--- src/rtl/hwpe_color_converter_pipe_if.sv ---
// Valid/ready stream bundle carrying packed pixel beats plus byte strobes.
// source/sink are the producer/consumer views; master/slave are aliases of the same.
interface hwpe_stream_intf_stream #(
    parameter int unsigned DATA_WIDTH = 96
);
    localparam int unsigned STRB_WIDTH = DATA_WIDTH / 8;

    logic                  valid;
    logic                  ready;
    logic [DATA_WIDTH-1:0] data;
    logic [STRB_WIDTH-1:0] strb;

    modport source (output valid, data, strb, input  ready);
    modport sink   (input  valid, data, strb, output ready);
    modport master (output valid, data, strb, input  ready);
    modport slave  (input  valid, data, strb, output ready);
endinterface

--- src/rtl/hwpe_color_converter_pipe.sv ---
// Per-beat RGB<->YCbCr (BT.601 full range, Q8) stream converter with an
// N-deep elastic register chain between the input and output streams.

module hwpe_color_converter_pixel #(
    parameter int unsigned CW = 8
) (
    input  logic            to_ycc,
    input  logic [3*CW-1:0] pix,
    output logic [3*CW-1:0] res
);
    localparam int OFF  = 1 << (CW - 1);
    localparam int MAXV = (1 << CW) - 1;

    function automatic logic [CW-1:0] sat(input int x);
        if (x < 0)    return '0;
        if (x > MAXV) return '1;
        return x[CW-1:0];
    endfunction

    int a, b, c, u, v;

    // Signed 32-bit intermediates cannot overflow for CW <= 12; >>> floors.
    always_comb begin
        a = int'(pix[CW-1:0]);
        b = int'(pix[2*CW-1:CW]);
        c = int'(pix[3*CW-1:2*CW]);
        u = b - OFF;
        v = c - OFF;
        if (to_ycc)
            res = {sat(((128*a - 107*b - 21*c + 128) >>> 8) + OFF),
                   sat(((-43*a - 85*b + 128*c + 128) >>> 8) + OFF),
                   sat((77*a + 150*b + 29*c + 128) >>> 8)};
        else
            res = {sat(a + ((454*u + 128) >>> 8)),
                   sat(a - ((88*u + 183*v + 128) >>> 8)),
                   sat(a + ((359*v + 128) >>> 8))};
    end
endmodule

module hwpe_color_converter_stage #(
    parameter int unsigned DW = 96,
    parameter int unsigned SW = 12
) (
    input  logic          clk,
    input  logic          rst_n,
    input  logic          clear,
    input  logic          up_valid,
    output logic          up_ready,
    input  logic [DW-1:0] up_data,
    input  logic [SW-1:0] up_strb,
    output logic          dn_valid,
    input  logic          dn_ready,
    output logic [DW-1:0] dn_data,
    output logic [SW-1:0] dn_strb
);
    assign up_ready = !dn_valid || dn_ready;

    // Payload only loads with a valid beat so it stays frozen while stalled.
    always_ff @(posedge clk or negedge rst_n) begin
        if (!rst_n) begin
            dn_valid <= 1'b0;
            dn_data  <= '0;
            dn_strb  <= '0;
        end else if (clear) begin
            dn_valid <= 1'b0;
        end else if (up_ready) begin
            dn_valid <= up_valid;
            if (up_valid) begin
                dn_data <= up_data;
                dn_strb <= up_strb;
            end
        end
    end
endmodule

module hwpe_color_converter_pipe #(
    parameter int unsigned STREAM_WIDTH  = 96,
    parameter int unsigned CHANNEL_WIDTH = 8,
    parameter int unsigned PIPE_STAGES   = 2
) (
    input  logic                          clk,
    input  logic                          rst_n,
    input  logic                          clear,
    input  logic [1:0]                    mode,
    hwpe_stream_intf_stream.sink          in,
    hwpe_stream_intf_stream.source        out,
    output logic                          busy,
    output logic [31:0]                   beat_cnt
);
    localparam int unsigned CW     = CHANNEL_WIDTH;
    localparam int unsigned PW     = 3 * CW;
    localparam int unsigned NB_PIX = STREAM_WIDTH / PW;
    localparam int unsigned USED   = NB_PIX * PW;
    localparam int unsigned SW     = STREAM_WIDTH / 8;

    logic [NB_PIX-1:0][PW-1:0] pix_res;
    logic [STREAM_WIDTH-1:0]   cvt;
    logic                      do_cvt;

    assign do_cvt = (mode == 2'd1) || (mode == 2'd2);

    for (genvar i = 0; i < NB_PIX; i++) begin : g_pix
        hwpe_color_converter_pixel #(.CW(CW)) u_pix (
            .to_ycc (mode == 2'd1),
            .pix    (in.data[i*PW +: PW]),
            .res    (pix_res[i])
        );
    end

    // Bypass keeps the whole beat, unused upper bits included.
    always_comb begin
        cvt = in.data;
        if (do_cvt) begin
            cvt           = '0;
            cvt[USED-1:0] = pix_res;
        end
    end

    if (PIPE_STAGES == 0) begin : g_comb
        assign out.valid = in.valid && !clear;
        assign in.ready  = out.ready && !clear;
        assign out.data  = cvt;
        assign out.strb  = in.strb;
        assign busy      = in.valid;
    end else begin : g_pipe
        logic [PIPE_STAGES:0]                   vld_pipe;
        logic [PIPE_STAGES:0]                   rdy_pipe;
        logic [PIPE_STAGES:0][STREAM_WIDTH-1:0] dat_pipe;
        logic [PIPE_STAGES:0][SW-1:0]           stb_pipe;

        assign vld_pipe[0]           = in.valid;
        assign dat_pipe[0]           = cvt;
        assign stb_pipe[0]           = in.strb;
        assign rdy_pipe[PIPE_STAGES] = out.ready;

        for (genvar k = 1; k <= PIPE_STAGES; k++) begin : g_stg
            hwpe_color_converter_stage #(.DW(STREAM_WIDTH), .SW(SW)) u_stg (
                .clk      (clk),
                .rst_n    (rst_n),
                .clear    (clear),
                .up_valid (vld_pipe[k-1]),
                .up_ready (rdy_pipe[k-1]),
                .up_data  (dat_pipe[k-1]),
                .up_strb  (stb_pipe[k-1]),
                .dn_valid (vld_pipe[k]),
                .dn_ready (rdy_pipe[k]),
                .dn_data  (dat_pipe[k]),
                .dn_strb  (stb_pipe[k])
            );
        end

        assign in.ready  = rdy_pipe[0] && !clear;
        assign out.valid = vld_pipe[PIPE_STAGES];
        assign out.data  = dat_pipe[PIPE_STAGES];
        assign out.strb  = stb_pipe[PIPE_STAGES];
        assign busy      = |vld_pipe[PIPE_STAGES:1];
    end

    always_ff @(posedge clk or negedge rst_n) begin
        if (!rst_n)                      beat_cnt <= '0;
        else if (clear)                  beat_cnt <= '0;
        else if (out.valid && out.ready) beat_cnt <= beat_cnt + 32'd1;
    end
endmodule
--- src/flat_wrapper.sv ---
// flat-port wrapper written by rule: the top's interface ports become plain ports
module hwpe_color_converter_pipe_flat 
#(
    parameter int unsigned STREAM_WIDTH  = 96,
    parameter int unsigned CHANNEL_WIDTH = 8,
    parameter int unsigned PIPE_STAGES   = 2
)
  (clk, rst_n, clear, mode, busy, beat_cnt, in_valid, in_data, in_strb, in_ready, out_valid, out_data, out_strb, out_ready);
  hwpe_stream_intf_stream in_i ();
  hwpe_stream_intf_stream out_i ();
  input  logic clk;
  input  logic rst_n;
  input  logic clear;
  input  logic [1:0] mode;
  output logic busy;
  output logic [31:0] beat_cnt;
  input wire logic [$bits(in_i.valid)-1:0] in_valid;
  input wire logic [$bits(in_i.data)-1:0] in_data;
  input wire logic [$bits(in_i.strb)-1:0] in_strb;
  output wire logic [$bits(in_i.ready)-1:0] in_ready;
  output wire logic [$bits(out_i.valid)-1:0] out_valid;
  output wire logic [$bits(out_i.data)-1:0] out_data;
  output wire logic [$bits(out_i.strb)-1:0] out_strb;
  input wire logic [$bits(out_i.ready)-1:0] out_ready;
  assign in_i.valid = in_valid;
  assign in_i.data = in_data;
  assign in_i.strb = in_strb;
  assign in_ready = in_i.ready;
  assign out_valid = out_i.valid;
  assign out_data = out_i.data;
  assign out_strb = out_i.strb;
  assign out_i.ready = out_ready;
  hwpe_color_converter_pipe #(.STREAM_WIDTH(STREAM_WIDTH), .CHANNEL_WIDTH(CHANNEL_WIDTH), .PIPE_STAGES(PIPE_STAGES)) u_core (.clk(clk), .rst_n(rst_n), .clear(clear), .mode(mode), .in(in_i), .out(out_i), .busy(busy), .beat_cnt(beat_cnt));
endmodule
--- config.mk ---
export PLATFORM = sky130hd
export DESIGN_NAME = hwpe_color_converter_pipe_flat
export DESIGN_NICKNAME = d
export VERILOG_FILES = /design/src/rtl/hwpe_color_converter_pipe_if.sv /design/src/rtl/hwpe_color_converter_pipe.sv /design/src/flat_wrapper.sv
export SDC_FILE = /design/constraint.sdc
export NUM_CORES = 2
export LEC_CHECK = 0
export ABC_AREA = 1
export CAP_MARGIN = 40
export CELL_PAD_IN_SITES_DETAIL_PLACEMENT = 1
export CELL_PAD_IN_SITES_GLOBAL_PLACEMENT = 1
export CORE_UTILIZATION = 53
export DETAILED_ROUTE_END_ITERATION = 7
export GPL_ROUTABILITY_DRIVEN = 1
export PLACE_DENSITY_LB_ADDON = 0.1
export SLEW_MARGIN = 10
export SYNTH_ARGS = -nofsm -noshare
export SYNTH_HDL_FRONTEND = slang
export SYNTH_SLANG_ARGS = --single-unit
export TNS_END_PERCENT = 100
--- constraint.sdc ---
create_clock -name clk -period 2.7 [get_ports clk]
set_input_delay 0.54 -clock clk [delete_from_list [all_inputs] [get_ports clk]]
set_output_delay 0.54 -clock clk [all_outputs]
set_load 0.1 [all_outputs]
==> results.py, run 1 <==
metrics = {
    "yosys": {
        "seq_area_frac_synth_pct": 7.55,
        "syn_nets": 13736,
        "ys.flop_type": "dfrtp_1",
        "ys_ff_latch": 250,
        "yosys_warnings": 0,
        "async_flop_share_pct": 100,
        "syn_area_per_cell_um2": 7.51,
        "synthDistinctLibCells": 74,
        "netlist_instances": 11039,
        "synth_area_um2": 82900,
        "synth_edf_count": 0,
    },
    "die": {
        "ios": 258,
        "start_util_pct": 53.6,
        "rows": 144,
        "die_w_um": 397,
        "die_y_um": 397,
    },
    "run_status": {
        "outcome": "did not finish",
        "failing_step": "3_5_place_dp",
        "error_line": "[ERROR DPL-0033] detailed placement checks failed during check placement.",
    },
    "place": {
        "routabilityCongestion": 1.00,
        "io_buffers": 257,
        "dp_hpwl_um": 381000,
    },
}
-- cells in the mapped netlist (all sizes together), types with 5 or more instances --
cell | instances | area (µm²)
o21a | 25 | 188
nand4 | 113 | 719
xnor2 | 209 | 1840
nor3 | 85 | 465
o211ai | 9 | 72.6
or2 | 48 | 300
nor4 | 19 | 119
o31ai | 15 | 113
nand3b | 38 | 289
buf | 118 | 827
a211oi | 22 | 165
nand3 | 438 | 2280
fa | 708 | 14200
a21o | 49 | 368
a31oi | 21 | 131
o21bai | 96 | 724
a221oi | 6 | 52.6
dfrtp | 250 | 6260
ha | 1874 | 23400
nor2 | 560 | 2290
a21boi | 14 | 105
o2111ai | 5 | 43.8
inv | 2431 | 9130
xor2 | 338 | 3000
o21ai | 355 | 1800
a21oi | 771 | 3910
and2 | 22 | 138
nand2 | 2215 | 8420
clkbuf | 63 | 238
mux2 | 84 | 946
-- stage by stage --
stage | setup slack (ns) | area [µm²] | hold WS, ns | TNS [ns]
floorplan | -4.62 | 84900 | 0.244 | -359.26
global placement | -5.61 | 107000 | 0.460 | -484.00
-- cells by family after synthesis --
group                      after synthesis  synth area share [%]
and+or+nand+nor                       3551                  18.3
muxes                                   84                  1.14
xor gates and xnor gates               548                  5.86
buffers and inverters                 2616                  12.3
adders and majority gates             2582                  45.4
AOI/OAI and AO/OA                     1408                  9.47
DFF                                    250                  7.55
==> inputs of run 2 (changes only) <==
--- a/config.mk
+++ b/config.mk
@@ -7,12 +7,10 @@
 export LEC_CHECK = 0
 export ABC_AREA = 1
 export CAP_MARGIN = 40
-export CELL_PAD_IN_SITES_DETAIL_PLACEMENT = 1
-export CELL_PAD_IN_SITES_GLOBAL_PLACEMENT = 1
-export CORE_UTILIZATION = 53
+export CORE_UTILIZATION = 40
 export DETAILED_ROUTE_END_ITERATION = 7
 export GPL_ROUTABILITY_DRIVEN = 1
-export PLACE_DENSITY_LB_ADDON = 0.1
+export PLACE_DENSITY_LB_ADDON = 0.15
 export SLEW_MARGIN = 10
 export SYNTH_ARGS = -nofsm -noshare
 export SYNTH_HDL_FRONTEND = slang
==> run 2 against run 1 <==
Compared with the run above:
- the flow now finishes, with violations (setup timing)
- synthesized area stayed put
- synthesized cell count is the same
==> results.py, run 2 <==
metrics = {
    "yosys": {
        "syn_nets": 13736,
        "ys_top_cells_by_count": "inv_1, nand2_1, ha_1, a21oi_1, fa_1",
        "netlist_instances": 11039,
        "synth_top_area_share_pct": 28.3,
        "synth_top_family_by_area": "adder cells",
        "ys.flop_type": "dfrtp_1",
        "yosys-top-cells-area": "ha_1, fa_1, inv_1, nand2_1, dfrtp_1",
        "synth_compound_area_share_pct": 9.47,
        "async_flop_share_pct": 100,
        "synth_area_um2": 82900,
        "synthXorXnorAreaFrac_pct": 5.86,
        "ys_ff_latch": 250,
        "syn_area_per_cell_um2": 7.51,
        "synth_edf_count": 0,
        "synthMuxAreaShare_pct": 1.14,
        "yosys_warnings": 0,
        "synth.most_common_cell": "inv_1",
        "synth-adder-area-share_pct": 45.4,
        "yosys.area_share.simple_pct": 18.3,
        "yosys.area.top_type": "ha_1",
        "synthDistinctLibCells": 74,
        "seq_area_frac_synth_pct": 7.55,
    },
    "die": {
        "core_um2": 205000,
        "die_w_um": 457,
        "dieArea_um2": 209000,
        "ios": 258,
        "rows": 166,
        "start_util_pct": 40.4,
        "die_y_um": 457,
    },
    "detailed_routing": {
        "ant_nets": 0,
        "routed_wl_um": 289000,
        "route.vias.total": 81103,
        "viasPerCell": 4.91,
        "first_pass_iters": 5,
        "wl_per_cell_um": 17.5,
        "remaining_drc_errors": 0,
        "drtIter0Drc": 4370,
    },
    "finish": {
        "area_delta_synth_final_pct": 41.1,
        "final_nets": 16513,
        "final_common_cell": "buf_4",
        "drive_gt1_share_pct": 31.7,
        "final_cell_mix": "buf_4, inv_1, nand2_1, ha_1, fa_1",
        "largest_reg_flops": 192,
        "final_core_util_pct": 57.0,
        "reg_top3": "u_core.g_pipe.g_stg.u_stg.dn_data x192, u_core.beat_cnt x32, u_core.g_pipe.g_stg.u_stg.dn_strb x24",
        "largest-register": "u_core.g_pipe.g_stg.u_stg.dn_data",
    },
    "run_status": {
        "outcome": "finished, violations left",
        "violations": "setup timing",
    },
    "flow_run": {
        "cap_violations": 0,
    },
    "sta": {
        "slew_headroom_pct": 60.2,
        "min_period_ns": 7.11,
        "tightest_slew_ns": 0.597,
        "fin_skew_ns": 0.0174,
        "layout_setup_ws_ns": -4.41,
        "slew_violations": 0,
        "hold_ws_ns": 0.330,
        "rsz0062_at_grt": "yes",
        "setup_viol": 96,
        "fin_crit_sh_pct": 263,
        "setup_tns_ns": -367.66,
        "fmax_mhz": 141,
        "finalHoldViolations": 0,
    },
    "clocking": {
        "cts_root_buffer": "clkbuf_16",
        "htreeDepth": 1,
        "clk_pin_slew_worst_paths_ns": 0.06,
        "clockBufferDepth": 3,
        "tritoncts": "built",
        "numCtsBuffers": 30,
        "clock_latency_ns": 0.65,
        "cts.sinks": 250,
    },
    "setup_path": {
        "crit_arrival_ns": 7.63,
        "critPathMaxStageDelay_ns": 0.55,
        "setup.worst_path.end_class": "flip-flop",
        "crit_path_max_fanout": 7,
        "cp-start-kind": "input port",
        "slowest_stage": "fa_1",
        "worstSetupPathType": "in2reg",
        "worst-endpoint-required_ns": 3.22,
    },
    "grt": {
        "overflow": 0,
        "grt_max_degree": 66,
        "antenna_found_initial": 3,
        "track_usage_pct": 27.2,
        "grt_pass1_vias": 83245,
        "grt_pass1_wl_um": 451000,
    },
    "place": {
        "routabilityCongestion": 0.954,
        "dp_hpwl_um": 249000,
        "io_buffers": 257,
        "preCtsSetupSlack_ns": -5.70,
    },
    "worst_hold_path": {
        "hold_path.class": "in2reg",
    },
}
-- run 2: cell counts after synthesis --
Identical to the previous run, type by type.
-- run 2: worst max-delay path, delay by kind of cell --
| family | cells | cell delay (ns) |
|---|---|---|
| and+or+nand+nor | 11 | 0.89 |
| xor gates and xnor gates | 2 | 0.39 |
| AOI/OAI and AO/OA | 8 | 1.28 |
| buffers and inverters | 5 | 0.30 |
| adders and majority gates | 12 | 4.23 |
-- run 2: cell type report --
cell class                      instances  area, µm²
Antenna cell                            3       7.51
Clock buffer                           38        852
Clock inverter                         16        179
Fill cell                           18844      88300
Inverter                             2435       9250
Multi-Input combinational cell       8173      73900
Sequential cell                       250       6260
Tap cell                             2688       3360
Timing Repair Buffer                 2926      23000
-- run 2: logic make-up (layout without fill, tap and decap cells) --
group	Yosys count	after routing
AO/OA/AOI/OAI	1408	1408
XOR/XNOR	548	548
adder cells (fa/ha/maj)	2582	2582
buffers and inverters	2616	5415
flip-flops	250	250
multiplexers	84	84
other	0	3
AND/OR/NAND/NOR	3551	3551
-- run 2: per-stage QoR --
| step | cells | area [µm²] |
|---|---|---|
| 2_1_floorplan | 11039 | 84900 |
| 3_3_place_gp | 16275 | 108000 |
| 3_5_place_dp | 16275 | 108000 |
| 4_1_cts | 16459 | 114000 |
| 5_1_grt | 16526 | 117000 |
| 6_report | 16529 | 117000 |
-- run 2: final timing paths --
check	slack, ns	cells past startpoint	from	endpoint
max	-4.41	38	in_data[35]	u_core.g_pipe.g_stg[1].u_stg.dn_data[37]
min	0.33	5	in_data[10]	u_core.g_pipe.g_stg[1].u_stg.dn_data[10]
max reg2reg	0.35	11	u_core.beat_cnt[15]	u_core.beat_cnt[31]
min reg2reg	0.48	2	u_core.g_pipe.g_stg[1].u_stg.dn_data[23]	u_core.g_pipe.g_stg[1].u_stg.dn_data[23]
max in group asynchronous	1.52	4	rst_n	u_core.beat_cnt[2]
min in group asynchronous	0.45	2	rst_n	u_core.g_pipe.g_stg[1].u_stg.dn_data[35]
-- run 2: routing by layer --
layer  vias to the layer above  routed length (µm)  track usage (%)
met5                         -                   0                0
met2                      1373              137000             46.6
met3                       334               10300             1.95
met1                     38853              132000             36.4
li1                      40543                   -                -
met4                         0                9760             7.89
-- run 2: timing repair --
| action | CTS | global route |
|---|---|---|
| gates cloned | 1 | 0 |
| hold endpoints to repair | 40 | 0 |
| pin swaps | 572 | 612 |
| buffers inserted | 133 | 84 |
| hold buffers | 1 | 0 |
| resized for setup | 861 | 645 |
| setup endpoints to repair | 96 | 96 |
Power of run 2 is left out: the tool's default activity adds up to more than one toggle a clock period on the data nets, which glitch-free logic cannot reach.
